==> src/rtl/channel_sequencer.sv <==
// Channel-select front end: synchronises/debounces the DIP switches, picks a manual
// or round-robin ADC channel, updates the SPI address only on conversion boundaries.
module channel_sequencer #(
  parameter int NUM_CH          = 8,
  parameter int ADDR_W          = 3,
  parameter int DEBOUNCE_CYCLES = 16,
  parameter int DB_W            = 5,
  parameter int SCAN_DWELL      = 4,
  parameter int BLINK_W         = 22
) (
  input  logic              clk,
  input  logic              resetn,
  input  logic [NUM_CH-1:0] channel_sel,
  input  logic              scan_en,
  input  logic              conv_done,
  output logic [ADDR_W-1:0] channel_addr_to_SPI,
  output logic              addr_valid,
  output logic [NUM_CH-1:0] led,
  output logic              sel_error
);

  localparam int DWELL_W = (SCAN_DWELL > 1) ? $clog2(SCAN_DWELL) : 1;

  localparam logic [1:0] IDLE   = 2'd0;
  localparam logic [1:0] MANUAL = 2'd1;
  localparam logic [1:0] SCAN   = 2'd2;

  localparam logic [DB_W-1:0]    DB_LAST    = DB_W'(DEBOUNCE_CYCLES - 1);
  localparam logic [DB_W-1:0]    DB_LOAD    = DB_W'(DEBOUNCE_CYCLES - 2);
  localparam logic [DWELL_W-1:0] DWELL_LAST = DWELL_W'(SCAN_DWELL - 1);

  logic [NUM_CH-1:0]  sel_meta_reg;
  logic [NUM_CH-1:0]  sel_sync_reg;
  logic               scan_meta_reg;
  logic               scan_sync_reg;
  logic [NUM_CH-1:0]  cand_reg;
  logic [DB_W-1:0]    db_cnt_reg;
  logic [NUM_CH-1:0]  sel_stable_reg;

  logic [1:0]         state_reg;
  logic [1:0]         state_next;
  logic [ADDR_W-1:0]  addr_reg;
  logic [ADDR_W-1:0]  addr_next;
  logic               valid_reg;
  logic               valid_next;
  logic [DWELL_W-1:0] dwell_reg;
  logic [DWELL_W-1:0] dwell_next;
  logic [ADDR_W-1:0]  manual_tgt_reg;
  logic [ADDR_W-1:0]  manual_tgt_next;
  logic [BLINK_W-1:0] blink_cnt_reg;
  logic               blink_reg;
  logic               blink_next;
  logic [NUM_CH-1:0]  led_reg;
  logic [NUM_CH-1:0]  led_next;
  logic               err_reg;
  logic               err_next;

  logic               onehot;
  logic               mask_zero;
  logic [ADDR_W-1:0]  manual_idx;
  logic [NUM_CH-1:0]  rot_mask;
  logic [ADDR_W-1:0]  above_off;
  logic [ADDR_W-1:0]  next_addr;
  logic [ADDR_W-1:0]  first_addr;
  logic [1:0]         mode_state;
  logic               mode_change;
  logic               apply;

  // Input synchroniser and debounce of the switch bank
  always_ff @(posedge clk) begin
    if (!resetn) begin
      sel_meta_reg   <= '0;
      sel_sync_reg   <= '0;
      scan_meta_reg  <= 1'b0;
      scan_sync_reg  <= 1'b0;
      cand_reg       <= '0;
      db_cnt_reg     <= '0;
      sel_stable_reg <= '0;
    end else begin
      sel_meta_reg  <= channel_sel;
      sel_sync_reg  <= sel_meta_reg;
      scan_meta_reg <= scan_en;
      scan_sync_reg <= scan_meta_reg;
      if (sel_sync_reg != cand_reg) begin
        cand_reg   <= sel_sync_reg;
        db_cnt_reg <= '0;
      end else begin
        if (db_cnt_reg != DB_LAST) begin
          db_cnt_reg <= db_cnt_reg + DB_W'(1);
        end
        // Counter is about to reach DEBOUNCE_CYCLES-1: accept the candidate
        if (db_cnt_reg == DB_LOAD) begin
          sel_stable_reg <= cand_reg;
        end
      end
    end
  end

  always_comb begin
    mask_zero  = (sel_stable_reg == '0);
    onehot     = !mask_zero && ((sel_stable_reg & (sel_stable_reg - NUM_CH'(1))) == '0);
    manual_idx = '0;
    for (int j = 0; j < NUM_CH; j++) begin
      if (sel_stable_reg[j]) begin
        manual_idx = manual_idx | ADDR_W'(j);
      end
    end
    err_next        = scan_sync_reg ? mask_zero : !onehot;
    manual_tgt_next = onehot ? manual_idx : manual_tgt_reg;
  end

  // Enable mask rotated so bit 0 is the current address
  generate
    for (genvar gi = 0; gi < NUM_CH; gi++) begin : g_rot
      logic [ADDR_W-1:0] rot_idx;
      assign rot_idx      = addr_reg + ADDR_W'(gi);
      assign rot_mask[gi] = sel_stable_reg[rot_idx];
    end
  endgenerate

  always_comb begin
    above_off = '0;
    for (int j = NUM_CH - 1; j >= 1; j--) begin
      if (rot_mask[j]) begin
        above_off = ADDR_W'(j);
      end
    end
    next_addr  = addr_reg + above_off;
    first_addr = rot_mask[0] ? addr_reg : next_addr;
  end

  always_comb begin
    state_next  = state_reg;
    addr_next   = addr_reg;
    valid_next  = valid_reg;
    dwell_next  = dwell_reg;
    mode_state  = scan_sync_reg ? SCAN : MANUAL;
    mode_change = 1'b0;
    apply       = 1'b0;
    case (state_reg)
      IDLE: begin
        valid_next = 1'b0;
        dwell_next = '0;
        if (!err_next) begin
          state_next = mode_state;
        end
      end
      default: begin
        state_next  = mode_state;
        mode_change = (state_reg != mode_state);
        valid_next  = 1'b1;
        // First cycle after IDLE loads without waiting for a conversion boundary
        apply       = conv_done || !valid_reg;
        if (!scan_sync_reg) begin
          dwell_next = '0;
          if (apply) begin
            addr_next = onehot ? manual_idx : manual_tgt_reg;
          end
        end else begin
          if (mode_change) begin
            dwell_next = '0;
          end
          if (!mask_zero) begin
            if (!valid_reg) begin
              addr_next = first_addr;
            end else if (conv_done) begin
              if (!rot_mask[0]) begin
                addr_next  = next_addr;
                dwell_next = '0;
              end else if (!mode_change && dwell_reg == DWELL_LAST) begin
                addr_next  = next_addr;
                dwell_next = '0;
              end else if (!mode_change) begin
                dwell_next = dwell_reg + DWELL_W'(1);
              end
            end
          end
        end
      end
    endcase
  end

  always_comb begin
    blink_next = (blink_cnt_reg == '1) ? ~blink_reg : blink_reg;
    if (!valid_next) begin
      led_next = '0;
    end else if (err_next) begin
      led_next = {NUM_CH{blink_next}};
    end else begin
      led_next = NUM_CH'(1) << addr_next;
    end
  end

  always_ff @(posedge clk) begin
    if (!resetn) begin
      state_reg      <= IDLE;
      addr_reg       <= '0;
      valid_reg      <= 1'b0;
      dwell_reg      <= '0;
      manual_tgt_reg <= '0;
      blink_cnt_reg  <= '0;
      blink_reg      <= 1'b0;
      led_reg        <= '0;
      err_reg        <= 1'b0;
    end else begin
      state_reg      <= state_next;
      addr_reg       <= addr_next;
      valid_reg      <= valid_next;
      dwell_reg      <= dwell_next;
      manual_tgt_reg <= manual_tgt_next;
      blink_cnt_reg  <= blink_cnt_reg + BLINK_W'(1);
      blink_reg      <= blink_next;
      led_reg        <= led_next;
      err_reg        <= err_next;
    end
  end

  assign channel_addr_to_SPI = addr_reg;
  assign addr_valid          = valid_reg;
  assign led                 = led_reg;
  assign sel_error           = err_reg;

endmodule

==> config.mk <==
export PLATFORM = sky130hd
export DESIGN_NAME = channel_sequencer
export DESIGN_NICKNAME = d
export VERILOG_FILES = /design/src/rtl/channel_sequencer.sv
export SDC_FILE = /design/constraint.sdc
export NUM_CORES = 1
export LEC_CHECK = 0
export CAP_MARGIN = 20
export CORE_ASPECT_RATIO = 0.6
export CORE_MARGIN = 3
export CORE_UTILIZATION = 60
export CTS_CLUSTER_SIZE = 20
export DETAILED_ROUTE_END_ITERATION = 10
export MAX_ROUTING_LAYER = met4
export PLACE_DENSITY = 0.78
export REMOVE_ABC_BUFFERS = 1
export SYNTH_ARGS = -nofsm -noshare
export SYNTH_HDL_FRONTEND = slang
export SYNTH_SLANG_ARGS = --single-unit
==> constraint.sdc <==
create_clock -name clk -period 5.4 [get_ports clk]
set_input_delay 1.62 -clock clk [delete_from_list [all_inputs] [get_ports clk]]
set_output_delay 1.62 -clock clk [all_outputs]
set_load 0.005 [all_outputs]
---- Yosys cells after proc, flatten, opt, wreduce, memory -nomap -nowiden ----
Cells that the tools add are included.
word-level totals
  latch bits .............................. 0
  bits in read-only memories .............. 0
  register bits after elaboration ......... 82
  memories kept ........................... 0
  bits in writable memories ............... 0
  word-level logic and storage cells ...... 117
cells by class
  $add $sub $neg .......................... 12
  eq/ne operators ......................... 7
  multipliers ............................. 0
  divide/modulo/power cells ............... 0
  order comparisons ....................... 8
  bitwise operators ....................... 5
  shifts and indexed selects .............. 1
  multiplexer cells ....................... 54
  reductions and logical operators ........ 14
operator list
  cell                                                                          number
  3-bit 2-to-1 mux                                                              21
  3-bit by 4-bit less-than comparator with 1-bit output, second input constant  8
  1-bit binary-select mux with 3-bit select                                     8
  2-bit 2-to-1 mux                                                              12
  22-bit by 1-bit adder with 22-bit output, second input constant               1
  22-bit equality test, second input constant                                   1
  8-bit logical NOT                                                             2
  3-bit adder, second input constant                                            4
  1-bit 2-to-1 mux                                                              12
  8-bit AND                                                                     1
  8-bit 2-to-1 mux                                                              1
  8-bit inequality test                                                         1
  1-bit by 3-bit left shift with 8-bit output, first input constant             1
  8-bit by 1-bit subtractor with 8-bit output, second input constant            1
  3-bit by 2-bit adder with 3-bit output, second input constant                 2
  5-bit by 1-bit adder with 5-bit output, second input constant                 1
  5-bit by 4-bit equality test with 1-bit output, second input constant         1
  5-bit by 4-bit inequality test with 1-bit output, second input constant       1
  1-bit logical NOT                                                             4
  1-bit NOT                                                                     4
  2-bit OR reduction                                                            2
  3-bit by 1-bit adder with 3-bit output, second input constant                 1
  3-bit adder                                                                   1
  3-bit OR reduction                                                            1
  other kinds (8)                                                               9

---- Logic depth before layout (Yosys ltp) ----
Gate-level depths: netlist of the first run.
  word-level depth ........................ 20
  gate-level depth with buffers ........... 16
  depth with buffers taken out ............ 14

---- Worst setup path after synthesis of the first run ----
No wires, ideal clock.
  path kind ............................... flip-flop to flip-flop
  start ................................... reg addr_reg[0], in the netlist channel_addr_to_SPI[0]
  end ..................................... reg led_reg[7], in the netlist led[7]
  cell stages (with the launch flop) ...... 16
  arrival time ............................ 3.541 ns
  setup time .............................. 0.135 ns
  buffers on the path ..................... 2
  setup slack ............................. 1.724 ns
  clock period less this slack ............ 3.676 ns
  cell sequence ........................... dfxtp_1 buf_6 buf_6 inv_1 ha_1 mux4_2 mux2_2 nand2_1 a21boi_0 or2_2 ha_1 fa_1 xor2_1 o21a_1 o22ai_2 o21ai_0
on the way
  longest elaborated chain between the ends .. 20
  elaborated cells on any way between the ends .. 42
  those cells by class .................... 8 x add/sub; 1 x shift; 33 x mux
RTL lines
  element                                        RTL line  source
  from (decl)                                    42        logic [ADDR_W-1:0] addr_reg;
  from (signal assigned)                         207       addr_reg <= addr_next;
  3-bit adder                                    116       assign rot_idx = addr_reg + ADDR_W'(gi);
  1-bit binary-select mux with 3-bit select      117       assign rot_mask[gi] = sel_stable_reg[rot_idx];
  1-bit 2-to-1 mux (not written as such)         117
  3-bit 2-to-1 mux (7 in series)                 124       if (rot_mask[j]) begin
  3-bit adder                                    128       next_addr = addr_reg + above_off;
  3-bit 2-to-1 mux                               170       end else if (!mode_change && dwell_reg == DWELL_LAST) begin
  3-bit 2-to-1 mux                               167       if (!rot_mask[0]) begin
  3-bit 2-to-1 mux                               166       end else if (conv_done) begin
  3-bit 2-to-1 mux                               164       if (!valid_reg) begin
  3-bit 2-to-1 mux                               163       if (!mask_zero) begin
  3-bit 2-to-1 mux                               154       if (!scan_sync_reg) begin
  3-bit 2-to-1 mux *                             140       case (state_reg)
  1-bit by 3-bit left shift with 8-bit output *  190       led_next = NUM_CH'(1) << addr_next;
  8-bit 2-to-1 mux *                             187       end else if (err_next) begin
  to (signal assigned)                           213       led_reg <= led_next;
  to (decl)                                      53        logic [NUM_CH-1:0] led_reg;
Mark *: on every way between the ends. The rest lies on a longest branch, timed or not. The select of a mux whose other input is x is not followed.
A chain may end at the register's enable or synchronous reset.

---- Worst setup path after layout of the first run ----
  start ................................... reg addr_reg[0], in the netlist channel_addr_to_SPI[0]
  end ..................................... reg led_reg[1], in the netlist led[1]
The elaborated chain is that of the path after synthesis.

==> flow_summary.ini, run 1 <==
[clock_network]
cts_max_level = 3
clkSinkCount = 82
cts_tree = done
cts.reportedPaths.clkPinSlew_ns = 0.08
post-cts-setup-buffers = 0
clkLatencyLatePin_ns = 0.36
cts-buffers-inserted = 9
cts_hold_buf = 0
cts_root_buffer = clkbuf_8
cts_resized = 0
cts_buffer_depth = 2

[logic_synthesis]
ys.flop_type = dfxtp_1
synth_fa_ha_area_frac = 0.03025
ys_types = 57
synthTopCellsByArea = dfxtp_1 (41%), xor2_1 (5.7%), nor2_1 (5.5%)
synth_compound_gate_area_share = 0.09420
synthXorXnorAreaFrac = 0.07940
syn_inst = 422
synth-edff-count = 0
async_reset_ff_frac = 0
yosysTopAreaCell = dfxtp_1
syn-cell-area_um2 = 3971
yosys.area_share.simple = 0.2404
synth_top_family_by_area = simple AND/OR/NAND/NOR gates
yosysWarnings = 0
netlist.area_leader.share = 0.4134
synth_mux_area_frac = 0.1033
ys_ff_latch = 82
synth_seq_area_share = 0.4134
avgSynthCellArea_um2 = 9.411

[setup_path]
required_ns = 5.69
worstPathCellList = inv_1 -> ha_1 -> mux4_2 -> nor2b_1 -> o21ai_0 -> o21ai_0 -> a21boi_0 -> or2_2 -> ha_1 -> fa_1 -> nand3_1 -> a31oi_2 -> or3b_4 -> o21ai_2
criticalPathCategory = register to register
cp-start-kind = register
startpoint = channel_addr_to_SPI[0]
endpoint_kind = register
cpPeakStageDelay_ns = 0.88
cp.arrival_ns = 4.61
slowest_stage = dfxtp_1
cp_max_fo = 19
rr_startpoint = channel_addr_to_SPI[0]

[die]
ioPinCount = 25
rows = 22
core_um2 = 6248
start_util = 0.6356
die_w_um = 111.0
die_area_um2 = 7663
die_y_um = 69.02

[power_and_ir_drop]
clkPwrFrac = 0.404
peakVddDrop_uv = 207.8
p_int_mw = 0.8675
combPwrFrac = 0.040
power_leakage_nw = 1.694
power_density_nw_per_um2 = 254.7
swShare = 0.2277
p_seq_frac = 0.555
netSwitchingPower_mw = 0.2557

[detailed_routing]
ant_nets = 0
drt_wl_total_um = 7816
drc = 0
dr.pass1.iters = 4
wire_per_inst_um = 14.89
route.vias.total = 2930
vias_per_cell = 5.581
drt_iter0_drc = 162

[sta]
skew_ns = 0.009436
setup-violations-final = 0
rsz0062_at_grt = false
max_freq_ghz = 0.2318
finalCritPeriodShare = 0.7988
slew_viol_final = 0
min_period_ns = 4.314
hold_viol = 0
relSlewSlack = 0.4339
holdWs_ns = 0.4300
setup_tns_ns = 0
worst_slew_pin_slew_ns = 0.8480

[final_layout]
largest_register_ffs = 22
num_antenna_cells = 0
drive_above_1_share = 0.1020
final_common_cell = dfxtp_1
fin_util = 0.7056
area_growth_pct = 11.03
num-nets-final = 457
nFillCells = 482
final_cell_mix = dfxtp_1 (82), nor2_1 (58), and2_1 (31), nand2_1 (27), xor2_1 (26)

[job]
maxCapViolations = 0

[min_path]
worstHoldStart = sel_meta_reg[4]
hold_path.class = register to register

[global_routing]
gr-total-overflow = 0
grt_max_degree = 37
grt_use_total = 0.2239
grt_antenna_before_repair = 0
grt_pass1_wl_um = 13610
first_global_vias = 2787

[placement]
place.gp.congestion = 0.8739
hpwl_um = 5342
port_buffers = 24

[status]
status = finished, final reports clean
==> logic make-up after synthesis <==
group                    count (synthesis)
AO/OA/AOI/OAI                           51
XOR/XNOR                                36
AND/OR/NAND/NOR                        182
buffers and inverters                   31
multiplexers                            31
adder cells (fa/ha/maj)                  9
flip-flops                              82
==> layout make-up <==
cell class	instances	area, um^2	share of cell area
clock inverters	5	61.31	0.01390
flip-flops and latches	82	1642	0.3723
inverters	8	30.03	0.006810
multi-input cells	309	2175	0.4932
repair buffers	26	255.2	0.05789
well taps	84	105.1	0.02384
clock buffers	11	141.4	0.03207
==> power groups by stage <==
stage | combinational, mW | clock [mW] | sequential, mW
3_5_place_dp | 0.0446 | 0 | 0.638
2_1_floorplan | 0.0249 | 0 | 0.636
4_1_cts | 0.0451 | 0.466 | 0.624
5_1_grt | 0.0501 | 0.497 | 0.626
6_report | 0.0450 | 0.454 | 0.624
3_3_place_gp | 0.0434 | 0 | 0.638
==> critical path, delay by kind of cell (launching register included) <==
kind / cells / cell delay [ns]
DFF: 1 / 0.88
AOI/OAI and AO/OA: 5 / 0.55
and+or+nand+nor: 4 / 1.03
muxes: 1 / 0.56
buffers and inverters: 1 / 0.15
adders and majority gates: 3 / 1.07
==> metal layers <==
layer	up-vias	track usage	wire length (um)
met2	70	0.3145	3235
met1	1371	0.3161	4027
met3	5	0.07719	523
met4	0	0.04184	29
met5	-	-	0
li1	1484	-	-
==> through the flow <==
stage	power, mW	instance area, um^2	cells	setup WS, ns
floorplan	0.6610	3846	399	1.513
global placement	0.6811	4207	509	1.304
detailed placement	0.6828	4207	509	1.168
CTS	1.135	4409	525	1.129
global route	1.173	4409	525	0.8120
finish	1.123	4409	525	1.086
==> path summary, 6_finish.rpt <==
| check | end | slack [ns] | depth (start not counted) |
|---|---|---|---|
| setup / recovery | led[1] | 1.09 | 14 |
| hold / removal | sel_sync_reg[4] | 0.43 | 1 |
| setup reg to reg | led[1] | 1.09 | 14 |
| hold reg to reg | sel_sync_reg[4] | 0.43 | 1 |
==> cell usage after synthesis (10+ instances only) <==
library cell / instances
mux2i_1: 17
and2_1: 31
a21oi_1: 14
buf_2: 10
nand3_1: 15
xor2_1: 26
dfxtp_1: 82
xnor2_1: 10
nor2_1: 58
nand2_1: 27
(Power assumes the default switching activity.)
==> inputs of run 2 (changes only) <==
--- a/config.mk
+++ b/config.mk
@@ -8,11 +8,11 @@
 export CAP_MARGIN = 20
 export CORE_ASPECT_RATIO = 0.6
 export CORE_MARGIN = 3
-export CORE_UTILIZATION = 60
+export CORE_UTILIZATION = 53
 export CTS_CLUSTER_SIZE = 20
 export DETAILED_ROUTE_END_ITERATION = 10
 export MAX_ROUTING_LAYER = met4
-export PLACE_DENSITY = 0.78
+export PLACE_DENSITY = 0.72
 export REMOVE_ABC_BUFFERS = 1
 export SYNTH_ARGS = -nofsm -noshare
 export SYNTH_HDL_FRONTEND = slang
==> constraint.sdc (replaced) <==
create_clock -name clk -period 3.89 [get_ports clk]
set_input_delay 1.167 -clock clk [delete_from_list [all_inputs] [get_ports clk]]
set_output_delay 1.167 -clock clk [all_outputs]
set_load 0.005 [all_outputs]
==> run 2 against run 1 <==
  * Critical path depth stayed put
  * Clock power is 78% higher
  * Highest routed layer unchanged
  * Core utilization is 5.2 points lower
  * First-iteration DRC count is 1.2% lower
  * Combinational power is 49% higher
  * Critical endpoint is now led[7]
  * Routed wire length hardly changed
  * Sequential share of layout area is 1.2 points lower
  * Global-route usage is 1.5 points lower
  * Sequential power is 38% higher
  * Sequential cell count stayed put
  * Clock skew is 0.0036 ns lower
  * Cell area is 3.2% higher
==> flow_summary.ini, run 2 (same netlist as run 1, synthesis figures left out) <==
[status]
status = finished, final reports clean

[min_path]
hold_path.class = register to register
min_delay_path_depth = 1
worstHoldStart = sel_meta_reg[3]
min_to = sel_sync_reg[3]

[detailed_routing]
drc = 0
vias_per_cell = 5.475
drt_wl_total_um = 7823
route.vias.total = 2984
ant_nets = 0
wire_per_inst_um = 14.35
drt_iter0_drc = 160
dr.pass1.iters = 4

[setup_path]
required_ns = 4.10
cp_max_fo = 5
slowest_stage = mux4_2
critical-path-top-delay-family = adder cells
rr_startpoint = channel_addr_to_SPI[1]
endpoint_kind = register
cp-start-kind = register
path_buf_inv = 1
cpPeakStageDelay_ns = 0.55
reg2reg_depth = 14
r2r_setup_slack_ns = 0.28
worstPathCellList = inv_1 -> ha_1 -> mux4_2 -> nor2b_1 -> o21ai_0 -> o21ai_0 -> a21boi_0 -> or2_2 -> ha_1 -> fa_1 -> xor2_1 -> o21a_1 -> o22ai_2 -> o21ai_0
criticalPathCategory = register to register
crit_top_cell = o21ai_0
r2r_end = led[7]
cp.arrival_ns = 3.82

[final_layout]
seqCellArea_um2 = 1642
nFillCells = 574
num_antenna_cells = 0
finalInstanceArea_um2 = 4552
final_cell_mix = dfxtp_1 (82), nor2_1 (58), and2_1 (31), nand2_1 (27), xor2_1 (26)
largest_register_ffs = 22
multi_input_area_um2 = 2175
final_common_cell = dfxtp_1
area_growth_pct = 14.62
num-nets-final = 462
drive_above_1_share = 0.1124
fin_util = 0.6536

[sta]
hold_viol = 0
max_freq_ghz = 0.2771
slew_viol_final = 0
worst_slew_pin_slew_ns = 0.5930
skew_ns = 0.005789
relSlewSlack = 0.6032
min_period_ns = 3.608
finalCritPeriodShare = 0.9276
setup-violations-final = 0
rsz0062_at_grt = true
setup_tns_ns = 0

[power_and_ir_drop]
power_leakage_nw = 1.758
power_density_nw_per_um2 = 381.6
peakVddDrop_uv = 333.1

[clock_network]
cts_resized = 0
post-cts-setup-buffers = 0
cts_hold_buf = 0
cts_tree = done
clkSinkCount = 82
cts_root_buffer = clkbuf_16
clkLatencyLatePin_ns = 0.34
cts_buffer_depth = 2
cts-buffers-inserted = 9
cts.reportedPaths.clkPinSlew_ns = 0.06
cts_max_level = 3

[placement]
place.gp.congestion = 0.8404
port_buffers = 24
hpwl_um = 5533
placed_cell_area_um2 = 4264

[global_routing]
grt_pass1_wl_um = 13700
grt_antenna_before_repair = 0
grt_use_total = 0.2091
gr-total-overflow = 0
first_global_vias = 2898
grt_max_degree = 36

[die]
start_util = 0.5702
die_area_um2 = 8602
core_um2 = 6964
die_y_um = 73.05
ioPinCount = 25
die_w_um = 117.8
rows = 23

[job]
maxCapViolations = 0
==> run 2: worst max-delay path by stage <==
| stage | from | endpoint | slack (ns) | cells past startpoint |
|---|---|---|---|---|
| floorplan | channel_addr_to_SPI[0] | led[5] | 0.003 | 13 |
| global placement | channel_addr_to_SPI[1] | led[7] | 0.38 | 13 |
| detailed placement | channel_addr_to_SPI[1] | led[7] | 0.32 | 13 |
| CTS | channel_addr_to_SPI[1] | led[7] | 0.31 | 13 |
| global route | channel_addr_to_SPI[1] | led[7] | -0.009 | 14 |
| finish | channel_addr_to_SPI[1] | led[7] | 0.28 | 14 |
==> run 2: worst register-to-register path: stages, from the launching register on <==
cell	delay (ns)
dfxtp_1	0.33
inv_1	0.09
ha_1	0.40
mux4_2	0.55
nor2b_1	0.15
o21ai_0	0.11
o21ai_0	0.07
a21boi_0	0.09
or2_2	0.28
ha_1	0.19
fa_1	0.37
xor2_1	0.18
o21a_1	0.22
o22ai_2	0.28
o21ai_0	0.14
==> run 2: stage by stage <==
stage          worst slack, ns  power (mW)  cells  hold slack (ns)
3_5_place_dp            0.3247      0.9497    530           0.4183
6_report                0.2818       1.737    545           0.4243
5_1_grt              -0.009326       1.804    545           0.4477
2_1_floorplan         0.002871      0.9176    399           0.4118
3_3_place_gp            0.3848      0.9474    530           0.4162
4_1_cts                 0.3141       1.758    545           0.4314
==> run 2: per-layer routing <==
layer	GRT usage	share of wire	vias up
met1	0.2751	0.49	1375
met3	0.07901	0.087	17
li1	-	-	1500
met2	0.2945	0.40	92
met4	0.07532	0.019	0
met5	-	0	-
==> run 2: cell type report <==
type / count / area share
multi-input combinational: 309 / 0.4777
sequential: 82 / 0.3606
timing repair buffer: 31 / 0.06432
clock buffer: 12 / 0.05855
tap: 100 / 0.02749
inverter: 8 / 0.006597
clock inverter: 3 / 0.004673
==> run 2: power breakdown <==
part / switching (mW) / leakage, nW / internal [mW]
clock network: 0.324 / 0.141 / 0.482
registers: 0.00813 / 0.666 / 0.856
logic: 0.0342 / 0.951 / 0.0331
total: 0.367 / 1.76 / 1.37
